**config.mk**
```make
export PLATFORM = sky130hd
export DESIGN_NAME = doodle_motion
export DESIGN_NICKNAME = d
export VERILOG_FILES = /design/src/rtl/doodle_pkg.sv /design/src/rtl/doodle_motion_platform_hit.sv /design/src/rtl/doodle_motion.sv
export SDC_FILE = /design/constraint.sdc
export NUM_CORES = 1
export LEC_CHECK = 0
export BUFFER_PORTS_ARGS = -buffer_cell sky130_fd_sc_hd__buf_2
export CAP_MARGIN = 0
export CORE_UTILIZATION = 25
export DETAILED_ROUTE_END_ITERATION = 12
export SLEW_MARGIN = 20
export SYNTH_ARGS = -nofsm -noshare
export SYNTH_HDL_FRONTEND = slang
export SYNTH_SLANG_ARGS = --single-unit
```
**constraint.sdc**
```tcl
create_clock -name Clk -period 5.4 [get_ports Clk]
set_clock_uncertainty 0.2 [all_clocks]
set_input_delay 0.81 -clock Clk [delete_from_list [all_inputs] [get_ports Clk]]
set_output_delay 0.81 -clock Clk [all_outputs]
set_load 0.02 [all_outputs]
```
**src/rtl/doodle_pkg.sv**
```systemverilog
// Shared types and screen/key constants for the doodle motion logic.
package doodle_pkg;

  typedef enum logic [1:0] {StIdle, StRising, StFalling, StDead} state_e;

  localparam int unsigned SCREEN_W = 640;
  localparam int unsigned SCREEN_H = 480;
  localparam int unsigned DOODLE_W = 8;
  localparam int unsigned DOODLE_H = 16;

  localparam logic [7:0] KEY_LEFT  = 8'h04;
  localparam logic [7:0] KEY_RIGHT = 8'h07;
  localparam logic [7:0] KEY_START = 8'h2C;

endpackage

```
**src/rtl/doodle_motion_platform_hit.sv**
```systemverilog
// Combinational landing test of the doodle against one platform, using pre-update X/Y.
module platform_hit
  import doodle_pkg::*;
#(
  parameter int PLAT_W = 32
) (
  input  logic        [9:0] x,
  input  logic        [9:0] y,
  input  logic signed [7:0] vy,
  input  logic        [9:0] plat_x,
  input  logic        [9:0] plat_y,
  output logic              hit,
  output logic        [9:0] snap_y
);

  localparam logic signed [10:0] DoodleH = 11'(DOODLE_H);

  logic signed [10:0] y_ext, vy_ext, py_ext, bot_old, bot_new;
  logic        [10:0] x_right, plat_right;

  always_comb begin
    y_ext      = signed'({1'b0, y});
    vy_ext     = signed'({{3{vy[7]}}, vy});
    py_ext     = signed'({1'b0, plat_y});
    bot_old    = y_ext + DoodleH;
    bot_new    = y_ext + vy_ext + DoodleH;
    x_right    = {1'b0, x} + 11'(DOODLE_W);
    plat_right = {1'b0, plat_x} + 11'(PLAT_W);
    hit = (bot_old <= py_ext) && (bot_new >= py_ext) &&
          (x_right > {1'b0, plat_x}) && ({1'b0, x} < plat_right);
    snap_y = plat_y - 10'(DOODLE_H);
  end

endmodule

```
**src/rtl/doodle_motion.sv**
```systemverilog
// Doodle position and jump physics, advanced once per rising edge of frame_clk.
module doodle_motion
  import doodle_pkg::*;
#(
  parameter int START_X  = 320,
  parameter int START_Y  = 240,
  parameter int JUMP_V   = 12,
  parameter int GRAVITY  = 1,
  parameter int MAX_FALL = 8,
  parameter int STEP_X   = 2,
  parameter int PLAT_W   = 32
) (
  input  logic       Clk,
  input  logic       Reset,
  input  logic       frame_clk,
  input  logic [7:0] keycode,
  input  logic [9:0] PlatX,
  input  logic [9:0] PlatY,
  output logic [9:0] BallX,
  output logic [9:0] BallY,
  output logic [9:0] Ball_size,
  output logic       dead,
  output logic       landed
);

  localparam logic        [10:0] Step     = 11'(STEP_X);
  localparam logic        [10:0] ScrW     = 11'(SCREEN_W);
  localparam logic signed [10:0] DoodleH  = 11'(DOODLE_H);
  localparam logic signed [10:0] ScrH     = 11'(SCREEN_H);
  localparam logic signed [7:0]  VyJump   = 8'(-JUMP_V);
  localparam logic signed [7:0]  Grav     = 8'(GRAVITY);
  localparam logic signed [7:0]  MaxFall  = 8'(MAX_FALL);
  localparam logic signed [7:0]  VyZero   = 8'sd0;

  state_e             state_q, state_d;
  logic        [9:0]  x_q, x_d, y_q, y_d;
  logic signed [7:0]  vy_q, vy_d;
  logic               fc_q, landed_q, landed_d, tick;

  logic               hit;
  logic        [9:0]  snap_y;
  logic        [10:0] x_wide, x_move;
  logic signed [10:0] y_sum, y_bot, vy_ext;
  logic signed [7:0]  vy_inc, vy_fall;

  platform_hit #(
    .PLAT_W (PLAT_W)
  ) u_hit (
    .x      (x_q),
    .y      (y_q),
    .vy     (vy_q),
    .plat_x (PlatX),
    .plat_y (PlatY),
    .hit    (hit),
    .snap_y (snap_y)
  );

  assign tick = frame_clk & ~fc_q;

  always_comb begin
    state_d  = state_q;
    x_d      = x_q;
    y_d      = y_q;
    vy_d     = vy_q;
    landed_d = 1'b0;

    // Horizontal move wraps modulo the screen width.
    x_wide = {1'b0, x_q};
    x_move = x_wide;
    if (keycode == KEY_LEFT) begin
      x_move = (x_wide < Step) ? x_wide + ScrW - Step : x_wide - Step;
    end else if (keycode == KEY_RIGHT) begin
      x_move = (x_wide + Step >= ScrW) ? x_wide + Step - ScrW : x_wide + Step;
    end

    vy_ext  = signed'({{3{vy_q[7]}}, vy_q});
    y_sum   = signed'({1'b0, y_q}) + vy_ext;
    y_bot   = y_sum + DoodleH;
    vy_inc  = vy_q + Grav;
    vy_fall = (vy_inc > MaxFall) ? MaxFall : vy_inc;

    if (tick) begin
      unique case (state_q)
        StIdle: begin
          if (keycode == KEY_START) begin
            vy_d    = VyJump;
            state_d = StRising;
          end
        end
        StDead: begin
          if (keycode == KEY_START) begin
            x_d     = 10'(START_X);
            y_d     = 10'(START_Y);
            vy_d    = VyJump;
            state_d = StRising;
          end
        end
        StRising, StFalling: begin
          x_d = x_move[9:0];
          if (state_q == StFalling && hit) begin
            y_d      = snap_y;
            vy_d     = VyJump;
            state_d  = StRising;
            landed_d = 1'b1;
          end else if (state_q == StFalling && y_bot >= ScrH) begin
            y_d     = 10'(SCREEN_H - DOODLE_H);
            vy_d    = VyZero;
            state_d = StDead;
          end else begin
            vy_d    = vy_fall;
            y_d     = y_sum[10] ? 10'd0 : y_sum[9:0];
            state_d = (vy_fall <= VyZero) ? StRising : StFalling;
          end
        end
        default: ;
      endcase
    end
  end

  always_ff @(posedge Clk) begin
    if (Reset) begin
      state_q  <= StIdle;
      x_q      <= 10'(START_X);
      y_q      <= 10'(START_Y);
      vy_q     <= VyZero;
      fc_q     <= 1'b0;
      landed_q <= 1'b0;
    end else begin
      state_q  <= state_d;
      x_q      <= x_d;
      y_q      <= y_d;
      vy_q     <= vy_d;
      fc_q     <= frame_clk;
      landed_q <= landed_d;
    end
  end

  assign BallX     = x_q;
  assign BallY     = y_q;
  assign Ball_size = 10'(DOODLE_W);
  assign dead      = (state_q == StDead);
  assign landed    = landed_q;

endmodule
```
==> results.md <==
- Final setup TNS: 0 ns
- Maximum buffer depth of the clock tree: 2
- Nets: between 600 and 700
- Floorplan core area: ~16000 um2
- Internal portion of total power: 0.446 mW
- Combinational power share: 0.150
- WL per Instance: ~14 um
- H-tree level count: 2
- Largest area contributor in the synthesized netlist: ha_1
- Starting Density: 0.260
- Sw Pwr: ~0.16 mW
- Hold Crit Depth: 2
- Kind of cell with the highest combined delay on the critical path: simple AND/OR/NAND/NOR gates
- Portion of the clock cycle consumed by the worst path in the final layout: 0.903
- Setup crit start kind: flop
- Largest net degree at the start of global routing: 33
- Max FO, Critical Path: 9
- Unrepaired setup endpoints after global routing: no
- Die span in x: roughly 130 um
- Maximum achievable frequency: approximately 210 MHz
- Sequential cell area fraction in the yosys report: 0.148
- Critical-path cell list: ha_1, inv_1, fa_1, nand2b_1, a21oi_1, xor2_1, and2_1, nand4b_1, xnor2_1, inv_1, ha_1, a2111oi_0, a21oi_1, nand4_1, nand4bb_1, buf_4, nor2_4, a221o_1
- Drt initial violations: 250
- Post-synthesis instance total: ~550
- Run status: finished clean
- CTS buffer count: 5
- Met1 Use GR: 0.171
- Drt via density: slightly below 5
- Clock Tree Root: clkbuf_16
- Total clock sinks: 31
- Synthesized area per cell: 7.56 um2
- Cell area after synthesis: between 4000 and 5000 um2
- Row cnt: 46
- Antenna viol nets, final: 0
- R2R Path End: BallY[0]
- Crit-path slowest cell: dfxtp_1
- Area share of the leading cell type in the synthesized netlist: 0.182
- Worst-margin pin slew: 0.689 ns
- Max_slew headroom: 0.541
- Final critical path time including I/O delays and setup: around 4.9 ns
- Source of the worst hold timing path: state_q[1]
- Busiest grt layer: met2
- Number of synthesized flops with an enable pin: 0
- Post-CTS Setup Bufs: 0
- Most frequent cells in the layout: ha_1 (61), buf_2 (51), nand2_1 (48)
- Clock Power Share: 0.472
- Register share of total power: 0.378
- Antenna diode count: 0
- Worst reg2reg setup slack: about 0.53 ns
- Reg-to-reg critical path startpoint: vy_q[0]
- Post-CTS Hold Buffers: 0
- Worst Setup End Kind: flop
- Total of endpoints with negative setup slack in the final report: 0
- DPL Wire Length: between 9 and 10 mm
- DRC violation count after routing: 0
- Area added between synthesis and finish: 13.3%
- Via Count: roughly 4000
- Total global routing track utilization: 0.131
- Hold Vio Cnt, Final: 0
- Worst hold path endpoint: state_q[1]
- Clock network latency to the later pin of the worst-skew pair: 0.28 ns
- Most common cell after layout, fill and taps aside: ha_1
- Met3 track utilization from global routing: 0.0143
- Peak ir drop on the vdd network: ~0.000082 V
- Worst endpoint required time: approximately 5.4 ns
- Number of warnings issued by yosys: 0
- Antenna violations before repair: 1
- Leakage Power: roughly 2.0 nW
- Cell types occupying the most area after synthesis: ha_1 (18%), dfxtp_1 (15%), xnor2_1 (5.7%), a21oi_1 (4.5%), nand2_1 (4.3%)
- Placer Congestion: 0.838
- CTS clock-pin slew for the worst setup and hold paths: roughly 0.060 ns
- Longest individual stage delay on the worst path: between 0.4 and 0.5 ns
- Buf+Inv Stages, Crit Path: 3
- Power density over cell area: roughly 130 nW/um2
- I/O pin cnt: between 60 and 70
- Global-route wire length before repair: between 15 and 20 mm
- Arrival @ worst endpoint: a little under 5 ns
- Total Die Area: between 15000 and 20000 um2
- Buffers on Ports: a little over 50
- Switching fraction of total power: 0.269
- Max-Cap Viols: 0
- Vias in the first global route: 3799
- Final count of pins violating max slew: 0
- Fraction of registers with async set or reset after synthesis: 0
- Chip height: around 130 um
- Dominant register cell in the synthesized netlist: dfxtp_1
- Total power: ~0.61 mW
- Routed wire length: roughly 11 mm
- Worst reg-to-reg path cell count: 18
- Overflow left after global routing: 0
- Global Route met2 Usage: 0.223
- Quantity of gates resized following cts: 0
- TritonRoute pass-1 iters: 4
- CTS tree: built
- Hold crit path type: reg -> reg
- Number of inserted filler cells in the final layout: around 1800
- Ratio of cells with drive above 1 in the final layout: 0.148
- Number of register bits inferred by synthesis: 31
- Synth cell types: between 70 and 80
- Type of the setup path with the least slack: reg -> reg
==> synthesized netlist by cell type (8+ instances only) <==
| master | number |
|---|---|
| inv_1 | 42 |
| buf_4 | 12 |
| nor3_1 | 19 |
| dfxtp_1 | 31 |
| ha_1 | 61 |
| xnor2_1 | 27 |
| a21o_1 | 9 |
| nand4_1 | 8 |
| nand2_1 | 48 |
| nand3_1 | 27 |
| nor2_1 | 45 |
| clkbuf_1 | 16 |
| o21ai_0 | 24 |
| o21a_1 | 8 |
| a21oi_1 | 38 |
| xor2_1 | 12 |
| nor2b_1 | 9 |
==> state kept, by name, summed over array words and instances, names as in the netlist <==
signal,flops
BallY,10
fc_q,1
landed,1
vy_q,8
state_q,2
BallX,9
==> routing by layer <==
metal  up-vias  routed length [um]
li1       2065                   -
met1      1828                5360
met2        75                5210
met3        12                 439
met4         0                 221
met5         -                   0
==> worst reg2reg max path, cell delays in order, from the launching register on <==
cell and delay, ns:
dfxtp_1 0.48, ha_1 0.26, inv_1 0.07, fa_1 0.39
nand2b_1 0.21, a21oi_1 0.17, xor2_1 0.42, and2_1 0.26
nand4b_1 0.14, xnor2_1 0.32, inv_1 0.08, ha_1 0.20
a2111oi_0 0.38, a21oi_1 0.11, nand4_1 0.16, nand4bb_1 0.28
buf_4 0.22, nor2_4 0.06, a221o_1 0.34
==> cell type report <==
type | count | area [um2] | area share
clock buffers | 6 | 139 | 0.0293
flip-flops and latches | 31 | 621 | 0.131
well taps | 216 | 270 | 0.0570
repair buffers | 55 | 285 | 0.0602
clock inverters | 1 | 5.00 | 0.00106
multi-input cells | 458 | 3260 | 0.688
inverters | 42 | 158 | 0.0333
==> stage by stage <==
stage / instances / setup slack, ns / hold WS, ns / utilization / area [um2]
floorplan: 562 / 1.09 / 0.265 / - / 4220
global placement: 802 / 0.663 / 0.290 / 0.285 / 4600
detailed placement: 802 / 0.548 / 0.292 / 0.285 / 4600
CTS: 809 / 0.514 / 0.299 / 0.294 / 4740
global route: 809 / 0.146 / 0.315 / 0.294 / 4740
finish: 809 / 0.525 / 0.298 / 0.294 / 4740
==> power by group through the flow <==
| stage | Combinational (mW) | Sequential, mW | Clock (mW) |
|---|---|---|---|
| finish | 0.0914 | 0.231 | 0.288 |
| global route | 0.103 | 0.231 | 0.303 |
| CTS | 0.0921 | 0.231 | 0.293 |
| detailed placement | 0.0916 | 0.236 | 0 |
| global placement | 0.0911 | 0.236 | 0 |
| floorplan | 0.0692 | 0.235 | 0 |
==> how the worst max path moves through the flow <==
stage,start,end,slack [ns],cells after the start
global placement,vy_q[0],BallY[1],0.66,18
CTS,vy_q[0],BallY[0],0.51,18
finish,vy_q[0],BallY[0],0.53,18
floorplan,BallY[0],vy_q[7],1.09,20
detailed placement,vy_q[0],BallY[0],0.55,18
global route,vy_q[0],vy_q[6],0.15,18
==> cell families (layout without fill, tap and decap cells) <==
logic type               count (synthesis)  in the layout  synth area share
adder cells (fa/ha/maj)                 62             62             0.187
multiplexers                             3              3           0.00748
AO/OA/AOI/OAI                          140            140             0.246
other                                    2             11           0.00180
flip-flops                              31             31             0.148
XOR/XNOR                                39             39            0.0817
AND/OR/NAND/NOR                        203            203             0.248
buffers and inverters                   73            104            0.0799
Note: power is estimated with default switching activity, not from simulation.
